<file path="config.mk">
export PLATFORM = sky130hd
export DESIGN_NAME = control_sequencer_flat
export DESIGN_NICKNAME = d
export VERILOG_FILES = /design/src/rtl/control_sequencer_if.sv /design/src/rtl/control_sequencer.sv /design/src/flat_wrapper.sv
export SDC_FILE = /design/constraint.sdc
export NUM_CORES = 1
export LEC_CHECK = 0
export ABC_AREA = 0
export CORE_ASPECT_RATIO = 0.9
export CORE_MARGIN = 2
export CORE_UTILIZATION = 50
export CTS_BUF_LIST = sky130_fd_sc_hd__clkbuf_4
export DETAILED_ROUTE_END_ITERATION = 7
export HOLD_SLACK_MARGIN = 0.02
export PLACE_DENSITY_LB_ADDON = 0.1
export SKIP_CTS_REPAIR_TIMING = 1
export SYNTH_ARGS = -nofsm -noshare
export SYNTH_HDL_FRONTEND = slang
export SYNTH_SLANG_ARGS = --single-unit
export TNS_END_PERCENT = 20
</file>
<file path="constraint.sdc">
create_clock -name clk -period 3.6 [get_ports clk]
set_input_delay 0.36 -clock clk [delete_from_list [all_inputs] [get_ports clk]]
set_output_delay 0.36 -clock clk [all_outputs]
set_load 0.02 [all_outputs]
</file>
<file path="src/rtl/control_sequencer_if.sv">
// rtl/control_sequencer_if.sv - instruction/control bus between the issue side and control_sequencer
interface control_sequencer_if;
  logic       instr_valid;
  logic [7:0] opcode;
  logic       busywait;
  logic       instr_ready;
  logic       submuxsel;
  logic       immmuxsel;
  logic [2:0] aluop;
  logic       writeenable;
  logic       memread;
  logic       memwrite;
  logic       pc_update;
  logic       illegal;
  logic       timeout;

  modport master (
    output instr_valid, opcode, busywait,
    input  instr_ready, submuxsel, immmuxsel, aluop, writeenable,
           memread, memwrite, pc_update, illegal, timeout
  );

  modport slave (
    input  instr_valid, opcode, busywait,
    output instr_ready, submuxsel, immmuxsel, aluop, writeenable,
           memread, memwrite, pc_update, illegal, timeout
  );
endinterface

</file>
<file path="src/rtl/control_sequencer.sv">
// rtl/control_sequencer.sv - multi-cycle IDLE/DECODE/EXEC/MEM/WB control sequencer with memory stall abort
module control_sequencer #(
  parameter int unsigned BUSY_TIMEOUT = 255
) (
  input  logic               clk,
  input  logic               reset,
  control_sequencer_if.slave bus
);

  typedef enum logic [2:0] {IDLE, DECODE, EXEC, MEM, WB} state_t;

  localparam logic [7:0] STALL_LIMIT = 8'(BUSY_TIMEOUT);

  state_t     state_q, state_d;
  logic [7:0] op_q, op_d;
  logic [7:0] stall_q, stall_d;
  logic [7:0] stall_inc;
  logic [2:0] alu_fn;
  logic       is_loadi, is_sub, is_lwd, is_swd, is_defined;

  always_ff @(posedge clk or negedge reset) begin
    if (!reset) begin
      state_q <= IDLE;
      op_q    <= 8'h00;
      stall_q <= 8'h00;
    end else begin
      state_q <= state_d;
      op_q    <= op_d;
      stall_q <= stall_d;
    end
  end

  assign is_loadi   = (op_q == 8'h00);
  assign is_sub     = (op_q == 8'h03);
  assign is_lwd     = (op_q == 8'h06);
  assign is_swd     = (op_q == 8'h07);
  assign is_defined = (op_q < 8'h08);
  // Saturating so a long stall can never wrap back below the limit
  assign stall_inc  = (stall_q == 8'hFF) ? stall_q : stall_q + 8'd1;

  always_comb begin
    alu_fn = 3'b000;
    case (op_q)
      8'h02, 8'h03: alu_fn = 3'b001;
      8'h04:        alu_fn = 3'b010;
      8'h05:        alu_fn = 3'b011;
      default:      alu_fn = 3'b000;
    endcase
  end

  always_comb begin
    state_d         = state_q;
    op_d            = op_q;
    stall_d         = stall_q;
    bus.instr_ready = 1'b0;
    bus.submuxsel   = 1'b0;
    bus.immmuxsel   = 1'b0;
    bus.aluop       = 3'b000;
    bus.writeenable = 1'b0;
    bus.memread     = 1'b0;
    bus.memwrite    = 1'b0;
    bus.pc_update   = 1'b0;
    bus.illegal     = 1'b0;
    bus.timeout     = 1'b0;

    case (state_q)
      IDLE: begin
        // Gated by reset so ready stays low while reset is held
        bus.instr_ready = reset;
        if (bus.instr_valid) begin
          op_d    = bus.opcode;
          state_d = DECODE;
        end
      end
      DECODE: begin
        if (is_defined) begin
          state_d = EXEC;
        end else begin
          bus.illegal   = 1'b1;
          bus.pc_update = 1'b1;
          state_d       = IDLE;
        end
      end
      EXEC: begin
        bus.aluop     = alu_fn;
        bus.submuxsel = is_sub;
        bus.immmuxsel = is_loadi;
        if (is_lwd || is_swd) begin
          stall_d = 8'h00;
          state_d = MEM;
        end else begin
          state_d = WB;
        end
      end
      MEM: begin
        bus.aluop    = alu_fn;
        bus.memread  = is_lwd;
        bus.memwrite = is_swd;
        if (!bus.busywait) begin
          if (is_lwd) begin
            state_d = WB;
          end else begin
            bus.pc_update = 1'b1;
            state_d       = IDLE;
          end
        end else begin
          stall_d = stall_inc;
          if (stall_inc == STALL_LIMIT) begin
            bus.timeout = 1'b1;
            state_d     = IDLE;
          end
        end
      end
      WB: begin
        bus.aluop       = alu_fn;
        bus.submuxsel   = is_sub;
        bus.immmuxsel   = is_loadi;
        bus.writeenable = 1'b1;
        bus.pc_update   = 1'b1;
        state_d         = IDLE;
      end
      default: state_d = IDLE;
    endcase
  end

endmodule

</file>
<file path="src/flat_wrapper.sv">
// flat-port wrapper written by rule: the top's interface ports become plain ports
module control_sequencer_flat 
#(
  parameter int unsigned BUSY_TIMEOUT = 255
)
  (clk, reset, bus_instr_valid, bus_opcode, bus_busywait, bus_instr_ready, bus_submuxsel, bus_immmuxsel, bus_aluop, bus_writeenable, bus_memread, bus_memwrite, bus_pc_update, bus_illegal, bus_timeout);
  control_sequencer_if bus_i ();
  input  logic clk;
  input  logic reset;
  input wire logic [$bits(bus_i.instr_valid)-1:0] bus_instr_valid;
  input wire logic [$bits(bus_i.opcode)-1:0] bus_opcode;
  input wire logic [$bits(bus_i.busywait)-1:0] bus_busywait;
  output wire logic [$bits(bus_i.instr_ready)-1:0] bus_instr_ready;
  output wire logic [$bits(bus_i.submuxsel)-1:0] bus_submuxsel;
  output wire logic [$bits(bus_i.immmuxsel)-1:0] bus_immmuxsel;
  output wire logic [$bits(bus_i.aluop)-1:0] bus_aluop;
  output wire logic [$bits(bus_i.writeenable)-1:0] bus_writeenable;
  output wire logic [$bits(bus_i.memread)-1:0] bus_memread;
  output wire logic [$bits(bus_i.memwrite)-1:0] bus_memwrite;
  output wire logic [$bits(bus_i.pc_update)-1:0] bus_pc_update;
  output wire logic [$bits(bus_i.illegal)-1:0] bus_illegal;
  output wire logic [$bits(bus_i.timeout)-1:0] bus_timeout;
  assign bus_i.instr_valid = bus_instr_valid;
  assign bus_i.opcode = bus_opcode;
  assign bus_i.busywait = bus_busywait;
  assign bus_instr_ready = bus_i.instr_ready;
  assign bus_submuxsel = bus_i.submuxsel;
  assign bus_immmuxsel = bus_i.immmuxsel;
  assign bus_aluop = bus_i.aluop;
  assign bus_writeenable = bus_i.writeenable;
  assign bus_memread = bus_i.memread;
  assign bus_memwrite = bus_i.memwrite;
  assign bus_pc_update = bus_i.pc_update;
  assign bus_illegal = bus_i.illegal;
  assign bus_timeout = bus_i.timeout;
  control_sequencer #(.BUSY_TIMEOUT(BUSY_TIMEOUT)) u_core (.clk(clk), .reset(reset), .bus(bus_i));
endmodule
</file>
==> metrics list, run 1 <==
* Outcome: finished, final reports clean
- Adder-cell share of the synthesized area: 1.048%
- On the critical path, the stage with the largest delay is an instance of clkdlybuf4s50_1.
* Biggest cell delay along the critical path: 650 ps
- Dividing the detail-routed wire length by the instance count gives 14.25 um.
- After synthesis, the share of flip-flops with an asynchronous set or reset is 100.0%.
- In this run the count of I/O pins placed on the die edge is 24.
- Summed over all layers, the routed wires come to between 2000 and 2500 um.
* DRC marker count from the first detailed-route iteration: 32
- Vias in the first global route: 941
- Proportion of synthesized chip area in sequential cells: approximately two fifths
* Yosys synthesis warning count: 0
- Using the TritonRoute via totals, the vias-per-cell ratio works out to 6.114.
- The total area inside the core boundary comes to around 2200 um^2.
- In this run the vertical extent of the chip is 50.35 um.
- dfrtp_1 takes more of the synthesized area than any other cell.
- Counting I/O delays and the setup requirement, the final critical path takes around 3200 ps.
- Static power due to leakage: 0.5245 nW
* Post-synth EDFFs: 0
- Max-cap viol count: 0
- Slew @ Worst Pin: 588.6 ps
- Distinct cell type count after synthesis: 45
* Critical register-to-register path startpoint: u_core.stall_q[0]
- Register bit total from synthesis: 19
- Number of antenna violations at the first check in global routing: 0
- Post-synthesis share of cell area spent on xor and xnor gates: 0.7338%
* List of cells traversed by the critical path: ha_1 > and3_4 > or3_1 > a311o_1 > nor4_1 > clkdlybuf4s50_1
- Horizontal extent of the die: 55.50 um
* Setup Total Neg Slack: 0 ps
- Buffer levels on the longest clock path: 2
* Maximum number of pins on one net before global-route repair: 21
* HP Class: in2async
* CTS buffer count: 3
* R2R depth: 6
- Most numerous cell in the Yosys netlist: dfrtp_1
- Synth Area in Simple Gates: 27.78%
* Antenna cell count: 0
* Total count of max-transition violations in the final report: 0
* VDD IR max: 399.4 uV
- Post-route fraction of the period consumed by the critical path: 87.60%
- Counting the fill cells in the layout gives 207.
- Critical setup path kind: reg2out
- Clock H-tree levels: 1
* Clock Sinks: 19
* Total nets after synthesis: 142
* Final estimated routing congestion in global placement: 0.8594
* Power per standard cell area: 510.6 nW/um^2
- The root buffer cell chosen for the clock tree is clkbuf_4.
- Summing over every cut layer, the via total after detailed routing is 1070.
- Required time reported for the critical path endpoint: 3240 ps
- Summed over all nets, the half-perimeter wirelength after detailed placement is 1879 um.
- Layout Skew: 1.901 ps
- TritonCTS built the clock tree.
- Synth Cell Area: 1194 um^2
- The worst setup path is captured at an output pin.
- Row count: 16
- In the synthesized netlist, mux cells make up 9.224% of the area.
- GRT overflow: 0
- The worst setup path is launched from a register.
- Worst reg2reg setup slack: 1470 ps
* Number of design rule violations left after detail routing: 0
- Capture instance of the worst register-to-register path: u_core.state_q[0]
- For this run, the post-layout net count is 162.
- Effective utilization at floorplan: 53.72%
- The commonest cells after synthesis are dfrtp_1, nand2_1, nor2_1.
* Residual antenna-violating net count after detailed routing: 0
* Most used flip-flop cell after synthesis: dfrtp_1
- Largest family of logic cells by synthesized area: simple AND/OR/NAND/NOR gates
- The floorplan step defined a die boundary enclosing around 2800 um^2.
- Timing would allow up to 0.3171 GHz.
- Arrival time of the worst setup path: 2790 ps
* Register clock-pin slew on the reported worst setup and hold paths: 110 ps
- Relative slew margins: 59.75%
- Setup violations remaining at the end of the flow were counted as 0.
- The first global-routing pass estimated 4353 um of wire.
- Total Power: 0.0007327 W
- Compound-gate portion of the synthesized area: around 16%
- The later pin in the worst-skew pair is clocked with a latency of 300 ps.
- RSZ-0062 raised after global routing: false
* Cells taking the most area after synthesis: dfrtp_1, mux2_1, a21oi_1
* Synth Instances: 129
- Synthesized area per cell: a little over 9 um^2
- Input and output buffers added on the ports amount to 22.
- Length of the first detailed-routing pass in iterations: 4
- Overall track demand over capacity in global routing: 19.70%
* Fraction of final layout cells sized beyond drive strength 1: 7.432%
- Highest net fanout along the worst path: 7
- Summed over its instances, the top area cell type makes up 39.83% of the synthesized netlist area.
- Synth-to-layout area growth: 20.23%
- Count of final hold-check violations: 0
==> cells by family after synthesis <==
logic type / count (synthesis)
and+or+nand+nor: 58
AOI/OAI and AO/OA: 27
other: 1
DFF: 19
xor gates and xnor gates: 1
adders and majority gates: 1
muxes: 10
buffers and inverters: 12
==> power breakdown <==
group	leakage, nW	internal [W]	switching [W]	total [W]
Combinational	0.266	0.000130	0.000133	0.000263
Sequential	0.245	0.000276	0.0000814	0.000358
Clock	0.0139	0.0000423	0.0000698	0.000112
==> worst max-delay path: cells and delay by family (launching register included) <==
family,cells,cell delay (ps)
AND/OR/NAND/NOR,3,710
buffers and inverters,1,650
flip-flops,1,460
AO/OA/AOI/OAI,1,380
adder cells (fa/ha/maj),1,290
==> state kept, by name (all words and copies together) (netlist names) <==
name and cells:
u_core.stall_q 8, u_core.op_q 8, u_core.state_q 3
==> worst max path at each step <==
stage	slack, ps	from	depth (start not counted)	end
after floorplan	960	u_core.stall_q[0]	6	bus_timeout
after global placement	840	u_core.stall_q[0]	6	bus_timeout
after detailed placement	790	u_core.stall_q[0]	6	bus_timeout
after CTS	420	u_core.stall_q[0]	6	bus_timeout
after global routing	340	u_core.stall_q[0]	6	bus_timeout
final	450	u_core.stall_q[0]	6	bus_timeout
==> final cells by class <==
cell class              instances  area, um^2  share of cell area, %
clock buffers                   3       22.52                  1.569
clock inverters                 1       7.507                 0.5231
inverters                       4       15.01                  1.046
multi-input cells              98       653.1                  45.51
flip-flops and latches         19       475.5                  33.13
well taps                      27       33.78                  2.354
repair buffers                 23       227.7                  15.87
==> layout by cell type, fill, tap and decap left out, types with 2 or more instances in the layout <==
cell type / Yosys / layout
nor3_1: 9 / 9
clkbuf_4: 0 / 3
nand2b_1: 2 / 2
nand2_1: 10 / 10
nand3_1: 3 / 3
a21oi_1: 9 / 9
o22ai_1: 2 / 2
mux2_1: 7 / 7
nand4_1: 4 / 4
and2_1: 2 / 2
dfrtp_1: 19 / 19
and4_1: 2 / 2
inv_1: 3 / 3
and3_1: 3 / 3
nor2_1: 10 / 10
a311oi_1: 2 / 2
a211oi_1: 4 / 4
nor4_1: 5 / 5
clkdlybuf4s50_1: 0 / 22
mux2i_1: 2 / 2
==> metal layers <==
layer  vias to the layer above  track usage, %  wire (um)
li1                        527               -          -
met1                       511           27.38       1231
met2                        30           30.95       1138
met3                         2           5.670        110
met4                         0           3.659         13
met5                         -               0          0
==> metrics by stage <==
stage	area [um^2]	hold slack (ps)	std cells	setup slack, ps	utilization [%]
floorplan	1194	64.41	129	964.4	-
global placement	1405	469.9	171	837.4	63.23
detailed placement	1405	478.0	171	787.9	63.23
CTS	1435	370.7	175	423.4	64.58
global route	1435	399.6	175	342.8	64.58
finish	1435	370.8	175	446.5	64.58
No activity file was read; power rests on OpenSTA's default activity.
==> run 2, diff against run 1 <==
DONT_BUFFER_PORTS = 1   (was not set)
==> metrics list, run 2 (synthesized netlist as in run 1, its figures left out) <==
- The flow ran to the end, and the final reports show no timing, DRC or antenna violations.
- Number of design rule violations left after detail routing: 0
* Post-DP Area: between 1000 and 1500 um^2
- Final worst slack: 851.0 ps
* Cell area after layout: 1234 um^2
- In the final routed layout, each cell accounts on average for 15.85 um.
- The routed design has around 2500 um of wire.
* Buffer levels on the longest clock path: 2
- Regs by FF count: u_core.op_q x8, u_core.stall_q x8, u_core.state_q x3
- Residual antenna-violating net count after detailed routing: 0
- The floorplan step defined a die boundary enclosing approximately 2800 um^2.
- Headroom to the max-slew limit came out at 35.73%.
- The count of final max-slew check failures came to 0.
- Prior to clock tree synthesis, the placed netlist has a worst setup slack of 1211 ps.
- Slew @ Worst Pin: 950.7 ps
* Clock H-tree levels: 1
- The floorplan has 16 rows.
* Insertion delay of the later-clocked pin in the worst-skew pair: about 310 ps
* Required time reported for the critical path endpoint: 3240 ps
* Power per standard cell area: 564.3 nW/um^2
- The core region is 2222 um^2.
- For this block, the initial DRC count from the detailed router was 25.
* Register clock-pin slew on the reported worst setup and hold paths: 110 ps
- Buffers placed on the I/O ports in this run total 0.
* Count of final hold-check violations: 0
* Capture instance of the worst register-to-register path: u_core.state_q[1]
* Max-cap viol count: 0
- Worst setup path end: bus_timeout
- Antenna cell count: 0
* Post-layout minimum cycle time: 2749 ps
* Vias in the first global route: 888
* Ratio of routed vias to standard cells: 6.284
* VDD IR max: 397.3 uV
* Maximum number of pins on one net before global-route repair: 21
- Most frequent standard cell in the layout excluding fill and tap cells: dfrtp_1
- Highest Clock Rate: about 0.36 GHz
- Die Y-Extent: 50.35 um
* Commonest non-fill, non-tap cells in the layout: dfrtp_1, nor2_1, nand2_1
* Non-Filler Instances: 155
- The congestion estimate from routability-driven global placement came to 0.8652.
- In this run the clock root is driven by a clkbuf_4.
* Count of pins on the block boundary: 24
- The critical path starts at u_core.stall_q[0].
- The number of antenna violations at the first check in global routing was 0.
* Total setup violations reported at the end of the flow: 0
- In the final layout, the share of cells above drive strength 1 is 9.375%.
- TritonCTS built the clock tree.
- Clock Sinks: 19
* R2R depth: 6
- Worst reg2reg setup slack: 1490 ps
- In this run the worst path has a maximum fanout of 7.
- In this run the static leakage power is 0.4529 nW.
- The net count of the finished layout is about 140.
- Critical Path End Type: output pin
* Placed cell count: 150
- For this run, the detailed router's first-pass iteration total came to 4.
* Final Hold Slack: 186.0 ps
- Effective utilization at floorplan: 53.72%
* Setup Total Neg Slack: 0 ps
- The min-delay analysis places its worst path in the category in2reg.
- In the finished design, the share of the clock period the worst path needs comes to 76.36%.
* RSZ-0062 raised after global routing: false
- Across every metal layer, demand over resource in global routing totals a little under a fifth.
- The routed layout has 974 vias.
- For the worst setup path, the data arrival time is 2390 ps.
- The first global-routing pass estimated 4112 um of wire.
- The total overflow left after global routing is 0.
- The startpoint identified for the worst register-to-register timing path is u_core.stall_q[0].
- Between clock sinks in the finished design, the worst skew comes to roughly 14 ps.
* Total half-perimeter wirelength after legalization and detailed placement: 1755 um
- CTS buffer count: 3
* Horizontal extent of the die: 55.50 um
* Critical setup path kind: reg2out
* Launching element type of the critical path: register
* Synth-to-layout area growth: 3.354%
-- run 2: per-stage QoR --
stage | utilization (%) | total power [W]
floorplan | - | 0.0005237
global placement | 53.72 | 0.0005683
detailed placement | 53.72 | 0.0005816
CTS | 55.07 | 0.0006939
global route | 55.52 | 0.0007465
finish | 55.52 | 0.0006961
-- run 2: area by class of cell --
type | instances | area (um^2)
Timing Repair Buffer | 3 | 25.02
Multi-Input combinational cell | 98 | 654.4
Inverter | 4 | 15.01
Tap cell | 27 | 33.78
Fill cell | 209 | 988.4
Clock buffer | 3 | 22.52
Clock inverter | 1 | 7.507
Sequential cell | 19 | 475.5
-- run 2: worst max-delay path, stage by stage (launching register included) --
cell and delay, ps:
dfrtp_1 470, ha_1 300, and3_4 230, or3_1 300, a311o_1 390, nor4_1 210, buf_4 200
-- run 2: report_power, final --
group	internal, W	total (W)	switching, W
Sequential	0.000277	0.000359	0.0000825
Combinational	0.0000980	0.000223	0.000125
Clock	0.0000423	0.000115	0.0000722
-- run 2: layer usage --
metal  part of all wire (%)  GRT usage [%]  vias to the layer above
li1                       -              -                      487
met1                     51          27.21                      461
met2                     44          27.18                       24
met3                    4.0          5.928                        2
met4                   0.53          4.472                        0
met5                      0              0                        -
-- run 2: worst min path at each step --
stage                  startpoint                end  slack [ps]  cells after the start
floorplan                   reset     u_core.op_q[0]          60                      0
global placement            reset  u_core.state_q[2]          60                      0
detailed placement          reset  u_core.state_q[2]          60                      0
CTS                         reset  u_core.state_q[2]        -280                      0
global route        bus_opcode[4]     u_core.op_q[4]         160                      1
finish              bus_opcode[6]     u_core.op_q[6]         190                      1
